==> src/rtl/simon_button_input_if.sv <==
// Button front-end bus: raw buttons and enable in, accepted-press signals out.
// Ports: btn[3:0] raw buttons, enable; playerNum[1:0], playerPressed, held, invalid.
// master = button/game side driving inputs, slave = simon_button_input.
interface simon_button_input_if;
    logic [3:0] btn;
    logic       enable;
    logic [1:0] playerNum;
    logic       playerPressed;
    logic       held;
    logic       invalid;

    modport master (
        output btn, enable,
        input  playerNum, playerPressed, held, invalid
    );

    modport slave (
        input  btn, enable,
        output playerNum, playerPressed, held, invalid
    );
endinterface

==> src/rtl/simon_button_input.sv <==
// Synchronise, debounce, validate and edge-detect four push-buttons into one accept pulse per press.
// Latency: button stable before edge 1 -> playerPressed high after edge DEBOUNCE+3.
// Backpressure: none; presses seen while enable is low are dropped, never queued.
// Ports: clk, reset (sync, active-high), bus (slave modport of simon_button_input_if).
module simon_button_input #(
    parameter int unsigned DEBOUNCE = 3
) (
    input  logic                 clk,
    input  logic                 reset,
    simon_button_input_if.slave  bus
);
    localparam logic [7:0] DEB_CNT = 8'(DEBOUNCE);

    typedef enum logic [1:0] {
        WAIT_RELEASE = 2'd0,
        ARMED        = 2'd1,
        HELD         = 2'd2
    } state_t;

    logic [3:0] s1_q, s2_q;
    logic [3:0] deb_q;
    logic       deb_vld_q;
    logic [7:0] cnt_q, cnt_d;
    logic       stable, deb_load;

    state_t     state_q, state_d;
    logic [3:0] latch_q, latch_d;
    logic [1:0] num_q, num_d;
    logic       pressed_q, pressed_d;
    logic       invalid_q, invalid_d;
    logic       onehot;

    function automatic logic [1:0] encode(input logic [3:0] v);
        logic [1:0] r;
        r = 2'd0;
        case (v)
            4'b0010: r = 2'd1;
            4'b0100: r = 2'd2;
            4'b1000: r = 2'd3;
            default: r = 2'd0;
        endcase
        return r;
    endfunction

    // s2 is about to change whenever s1 differs from it; that edge restarts the run.
    always_comb begin
        stable   = (s1_q == s2_q);
        cnt_d    = 8'd0;
        if (stable)
            cnt_d = (cnt_q == 8'hFF) ? cnt_q : cnt_q + 8'd1;
        deb_load = stable && (cnt_d >= DEB_CNT);
    end

    always_ff @(posedge clk) begin
        if (reset) begin
            s1_q      <= 4'd0;
            s2_q      <= 4'd0;
            cnt_q     <= 8'd0;
            deb_q     <= 4'd0;
            deb_vld_q <= 1'b0;
        end else begin
            s1_q  <= bus.btn;
            s2_q  <= s1_q;
            cnt_q <= cnt_d;
            if (deb_load) begin
                deb_q     <= s2_q;
                deb_vld_q <= 1'b1;
            end
        end
    end

    assign onehot = (deb_q != 4'd0) && ((deb_q & (deb_q - 4'd1)) == 4'd0);

    // State register plus registered outputs.
    always_ff @(posedge clk) begin
        if (reset) begin
            state_q   <= WAIT_RELEASE;
            latch_q   <= 4'd0;
            num_q     <= 2'd0;
            pressed_q <= 1'b0;
            invalid_q <= 1'b0;
        end else begin
            state_q   <= state_d;
            latch_q   <= latch_d;
            num_q     <= num_d;
            pressed_q <= pressed_d;
            invalid_q <= invalid_d;
        end
    end

    // Next state. deb is zero straight out of reset without having been debounced, so
    // leaving WAIT_RELEASE also needs deb_vld_q; a button held through reset then stays blocked.
    always_comb begin
        state_d = state_q;
        case (state_q)
            WAIT_RELEASE: if (deb_vld_q && deb_q == 4'd0) state_d = ARMED;
            ARMED: begin
                if (onehot)
                    state_d = bus.enable ? HELD : WAIT_RELEASE;
                else if (deb_q != 4'd0)
                    state_d = WAIT_RELEASE;
            end
            HELD: begin
                if (deb_q == 4'd0)
                    state_d = ARMED;
                else if (deb_q != latch_q)
                    state_d = WAIT_RELEASE;
            end
            default: state_d = WAIT_RELEASE;
        endcase
    end

    // Outputs. playerNum only moves on the accepting edge so it is stable under the pulse.
    always_comb begin
        pressed_d = 1'b0;
        invalid_d = 1'b0;
        num_d     = num_q;
        latch_d   = latch_q;
        if (state_q == ARMED) begin
            if (onehot && bus.enable) begin
                pressed_d = 1'b1;
                num_d     = encode(deb_q);
                latch_d   = deb_q;
            end else if (!onehot && deb_q != 4'd0) begin
                invalid_d = 1'b1;
            end
        end
    end

    assign bus.playerNum     = num_q;
    assign bus.playerPressed = pressed_q;
    assign bus.invalid       = invalid_q;
    assign bus.held          = (state_q == HELD);
endmodule
==> src/flat_wrapper.sv <==
// flat-port wrapper written by rule: the top's interface ports become plain ports
module simon_button_input_flat 
#(
    parameter int unsigned DEBOUNCE = 3
)
  (clk, reset, bus_btn, bus_enable, bus_playerNum, bus_playerPressed, bus_held, bus_invalid);
  simon_button_input_if bus_i ();
  input  logic clk;
  input  logic reset;
  input wire logic [$bits(bus_i.btn)-1:0] bus_btn;
  input wire logic [$bits(bus_i.enable)-1:0] bus_enable;
  output wire logic [$bits(bus_i.playerNum)-1:0] bus_playerNum;
  output wire logic [$bits(bus_i.playerPressed)-1:0] bus_playerPressed;
  output wire logic [$bits(bus_i.held)-1:0] bus_held;
  output wire logic [$bits(bus_i.invalid)-1:0] bus_invalid;
  assign bus_i.btn = bus_btn;
  assign bus_i.enable = bus_enable;
  assign bus_playerNum = bus_i.playerNum;
  assign bus_playerPressed = bus_i.playerPressed;
  assign bus_held = bus_i.held;
  assign bus_invalid = bus_i.invalid;
  simon_button_input #(.DEBOUNCE(DEBOUNCE)) u_core (.clk(clk), .reset(reset), .bus(bus_i));
endmodule
==> config.mk <==
export PLATFORM = sky130hd
export DESIGN_NAME = simon_button_input_flat
export DESIGN_NICKNAME = d
export VERILOG_FILES = /design/src/rtl/simon_button_input_if.sv /design/src/rtl/simon_button_input.sv /design/src/flat_wrapper.sv
export SDC_FILE = /design/constraint.sdc
export NUM_CORES = 1
export LEC_CHECK = 0
export ABC_AREA = 1
export CELL_PAD_IN_SITES_DETAIL_PLACEMENT = 0
export CELL_PAD_IN_SITES_GLOBAL_PLACEMENT = 1
export CORE_MARGIN = 1.5
export CORE_UTILIZATION = 40
export DETAILED_ROUTE_END_ITERATION = 7
export PLACE_DENSITY_LB_ADDON = 0.1
export SYNTH_ARGS = -nofsm -noshare
export SYNTH_HDL_FRONTEND = slang
export SYNTH_SLANG_ARGS = --single-unit
==> constraint.sdc <==
create_clock -name clk -period 4.94 [get_ports clk]
set_clock_uncertainty 0.15 [all_clocks]
set_input_delay 0.988 -clock clk [delete_from_list [all_inputs] [get_ports clk]]
set_output_delay 0.988 -clock clk [all_outputs]
set_load 0.005 [all_outputs]
==> results.md <==
- Fin Setup TNS: 0 ns
- Crit path cell chain: clkdlybuf4s50_1 -> inv_1 -> and3_2
- Crit path max fanout: 20
- Initial DRC count: 87
- Hold Crit Class: reg -> reg
- Register share of total power: 51.6%
- RSZ-0062 raised after global routing: no
- Hold_buf cts: 0
- Tcrit/Tclk final: 51.90%
- # clock sinks: 31
- Critical Path RT: 4.96 ns
- Vias: 1293
- Fraction of the yosys area taken by sequential cells: 41.68%
- Gpl congestion: 0.7519
- Final WL: 2.576 mm
- Maxcap violations: 0
- Height of the die: 64.01 µm
- Setup Fix Bufs, Post-CTS: 0
- Worst Path Arrival: 2.58 ns
- Hpwl dp: 1.995 mm
- Worst slew pin tran: 0.7153 ns
- Ports: 12
- Most frequent cells in the layout: 51 x nand2_1, 33 x inv_1, 31 x dfxtp_1, 30 x nor2_1, 15 x nand3_1
- Post-CTS sizing: 0
- Final setup vio count: 0
- Int Pwr: 0.3942 mW
- GR Util All Layers: 14.48%
- Initial DRT Pass Iterations: 4
- Tmin final: 2.564 ns
- Dominant cells by area after synthesis: dfxtp_1 42%, nand2_1 13%, inv_1 8.3%, nor2_1 7.6%, nand3_1 5.0%
- Post-Syn Nets: 223
- NetSw: 0.1058 mW
- FF+latch count, synth: 31
- Kind of launch point of the worst setup path: input pin
- Core area: 3442 µm²
- ANT cells: 0
- Fillers: 358
- Commonest non-fill, non-tap cell in the layout: nand2_1
- Slew margin rel.: 52.16%
- Pleak: 0.8496 nW
- CTS tree: yes
- Worst stage delay on the critical path: 0.93 ns
- Post-placement cell count: 269
- Port-buffer cells: 11
- NumNets Final: 238
- Synth Cell Area: 1489 µm²
- Final slew viol count: 0
- First-pass GRT wire length: 4.747 mm
- Hold Vio Cnt, Final: 0
- Status: finished clean
- # rows: 21
- Largest net degree at the start of global routing: 21
- CP max stage cell: clkdlybuf4s50_1
- Mean post-synth cell area: 6.925 µm²
- Starting density of the core: 43.26%
- Area Growth Syn to Fin: 16.97%
- Worst vdd ir: 0.0001486 V
- Die width: 64.01 µm
- Post-DRT Antenna Nets: 0
- Overflow left after global routing: 0
- Fmax: 0.3900 GHz
- Worst-Skew Late Latency: 0.27 ns
- Crit Path Class: in -> reg
- CTS clock-pin slew for the worst setup and hold paths: 0.06 ns
- Initial antenna violation count: 0
- Post-Layout Cell Count: 277
- Yosys top cell by area: dfxtp_1
- H-tree levels: 2
- Clock share of power: 42.1%
- Inserted Clock Buffers: 5
- Logic gate share of total power: 6.3%
- Layout cell share with drive strength beyond 1: 9.524%
- CTS root buf: clkbuf_8
- CTS Buffer Depth: 2
- Switching Fraction: 21.16%
- Ys Warns: 0
- # DRC: 0
- Pwr Density: 287.1 nW/µm²
- Wire per inst: 9.300 µm
- Critical path buffer and inverter count: 2
- Setup crit end kind: register
- Post-Synthesis Cells: 215
- Area share of the largest cell type after synthesis: 41.68%
- Number of global-route vias before repair: 1140
- Synth unique cells: 27
- Number of vias per cell: 4.668
- Die ar.: 4097 µm²
- Delay-heaviest family, CP: buffers and inverters
==> layout make-up <==
| cell class | count | area, µm² | area share, % |
|---|---|---|---|
| timing repair buffer | 11 | 110.1 | 6.322 |
| inverter | 35 | 132.6 | 7.615 |
| tap | 46 | 57.56 | 3.305 |
| multi-input combinational | 146 | 720.7 | 41.38 |
| clock buffer | 8 | 100.1 | 5.747 |
| sequential | 31 | 620.6 | 35.63 |
==> synthesized netlist by cell type (all sizes together) <==
cell	n
xor2	4
a31oi	1
nand3b	2
clkbuf	2
xnor2	2
nand3	15
o21ai	12
clkinv	1
nor3	3
nand2	55
nor4	2
a21boi	1
ha	1
dfxtp	31
inv	34
and3	1
nand4	2
o211ai	1
a21oi	7
buf	1
nor2	37
==> final timing paths <==
| path | from | end | slack, ns | cells after the start |
|---|---|---|---|---|
| hold reg to reg | u_core.s1_q[0] | u_core.s2_q[0] | 0.29 | 2 |
| setup reg to reg | u_core.cnt_q[0] | u_core.deb_vld_q | 3.12 | 10 |
| hold / removal | u_core.s1_q[0] | u_core.s2_q[0] | 0.29 | 2 |
| setup / recovery | reset | u_core.cnt_q[7] | 2.38 | 3 |
==> state kept, by name, summed over array words and instances (netlist names), 2 cells and up <==
name / count
u_core.state_q: 2
u_core.cnt_q: 8
u_core.latch_q: 4
u_core.s1_q: 4
u_core.s2_q: 4
u_core.bus.playerNum: 2
u_core.deb_q: 4
==> worst min-delay path, cell delays in order, from the launching register on <==
cell and delay (ns):
dfxtp_1 0.31, inv_1 0.06, nor2_1 0.04
==> stage by stage <==
| step | utilization (%) | area, µm² | hold slack [ns] | worst slack, ns | power, mW |
|---|---|---|---|---|---|
| 4_1_cts | 50.60 | 1742 | 0.2942 | 2.384 | 0.5092 |
| 5_1_grt | 50.60 | 1742 | 0.3293 | 2.229 | 0.5265 |
| 3_3_place_gp | 47.69 | 1642 | 0.2817 | 2.123 | 0.2947 |
| 6_report | 50.60 | 1742 | 0.2925 | 2.376 | 0.5000 |
| 2_1_floorplan | - | 1489 | 0.2741 | 3.061 | 0.2862 |
| 3_5_place_dp | 47.69 | 1642 | 0.2855 | 2.100 | 0.2952 |
==> cells by family (layout without fill, tap and decap cells) <==
| family | after synthesis | in the layout | share of synthesized area [%] |
|---|---|---|---|
| adder cells (fa/ha/maj) | 1 | 1 | 0.8402 |
| flip-flops | 31 | 31 | 41.68 |
| AO/OA/AOI/OAI | 22 | 22 | 8.068 |
| XOR/XNOR | 6 | 6 | 3.529 |
| AND/OR/NAND/NOR | 117 | 117 | 35.97 |
| buffers and inverters | 38 | 54 | 9.916 |
==> layer usage <==
| metal | vias up | global-route usage [%] | routed length, µm |
|---|---|---|---|
| met4 | 0 | 5.163 | 34 |
| li1 | 696 | - | - |
| met1 | 575 | 18.99 | 1293 |
| met2 | 17 | 22.66 | 1151 |
| met5 | - | 0 | 0 |
| met3 | 5 | 4.049 | 97 |
==> power by group through the flow <==
stage          combinational, mW  sequential (mW)  clock [mW]
2_1_floorplan             0.0233            0.263           0
6_report                  0.0313            0.258       0.211
3_3_place_gp              0.0312            0.263           0
5_1_grt                   0.0374            0.259       0.230
4_1_cts                   0.0316            0.258       0.219
3_5_place_dp              0.0315            0.264           0
Power figures use the tool's default switching activity.
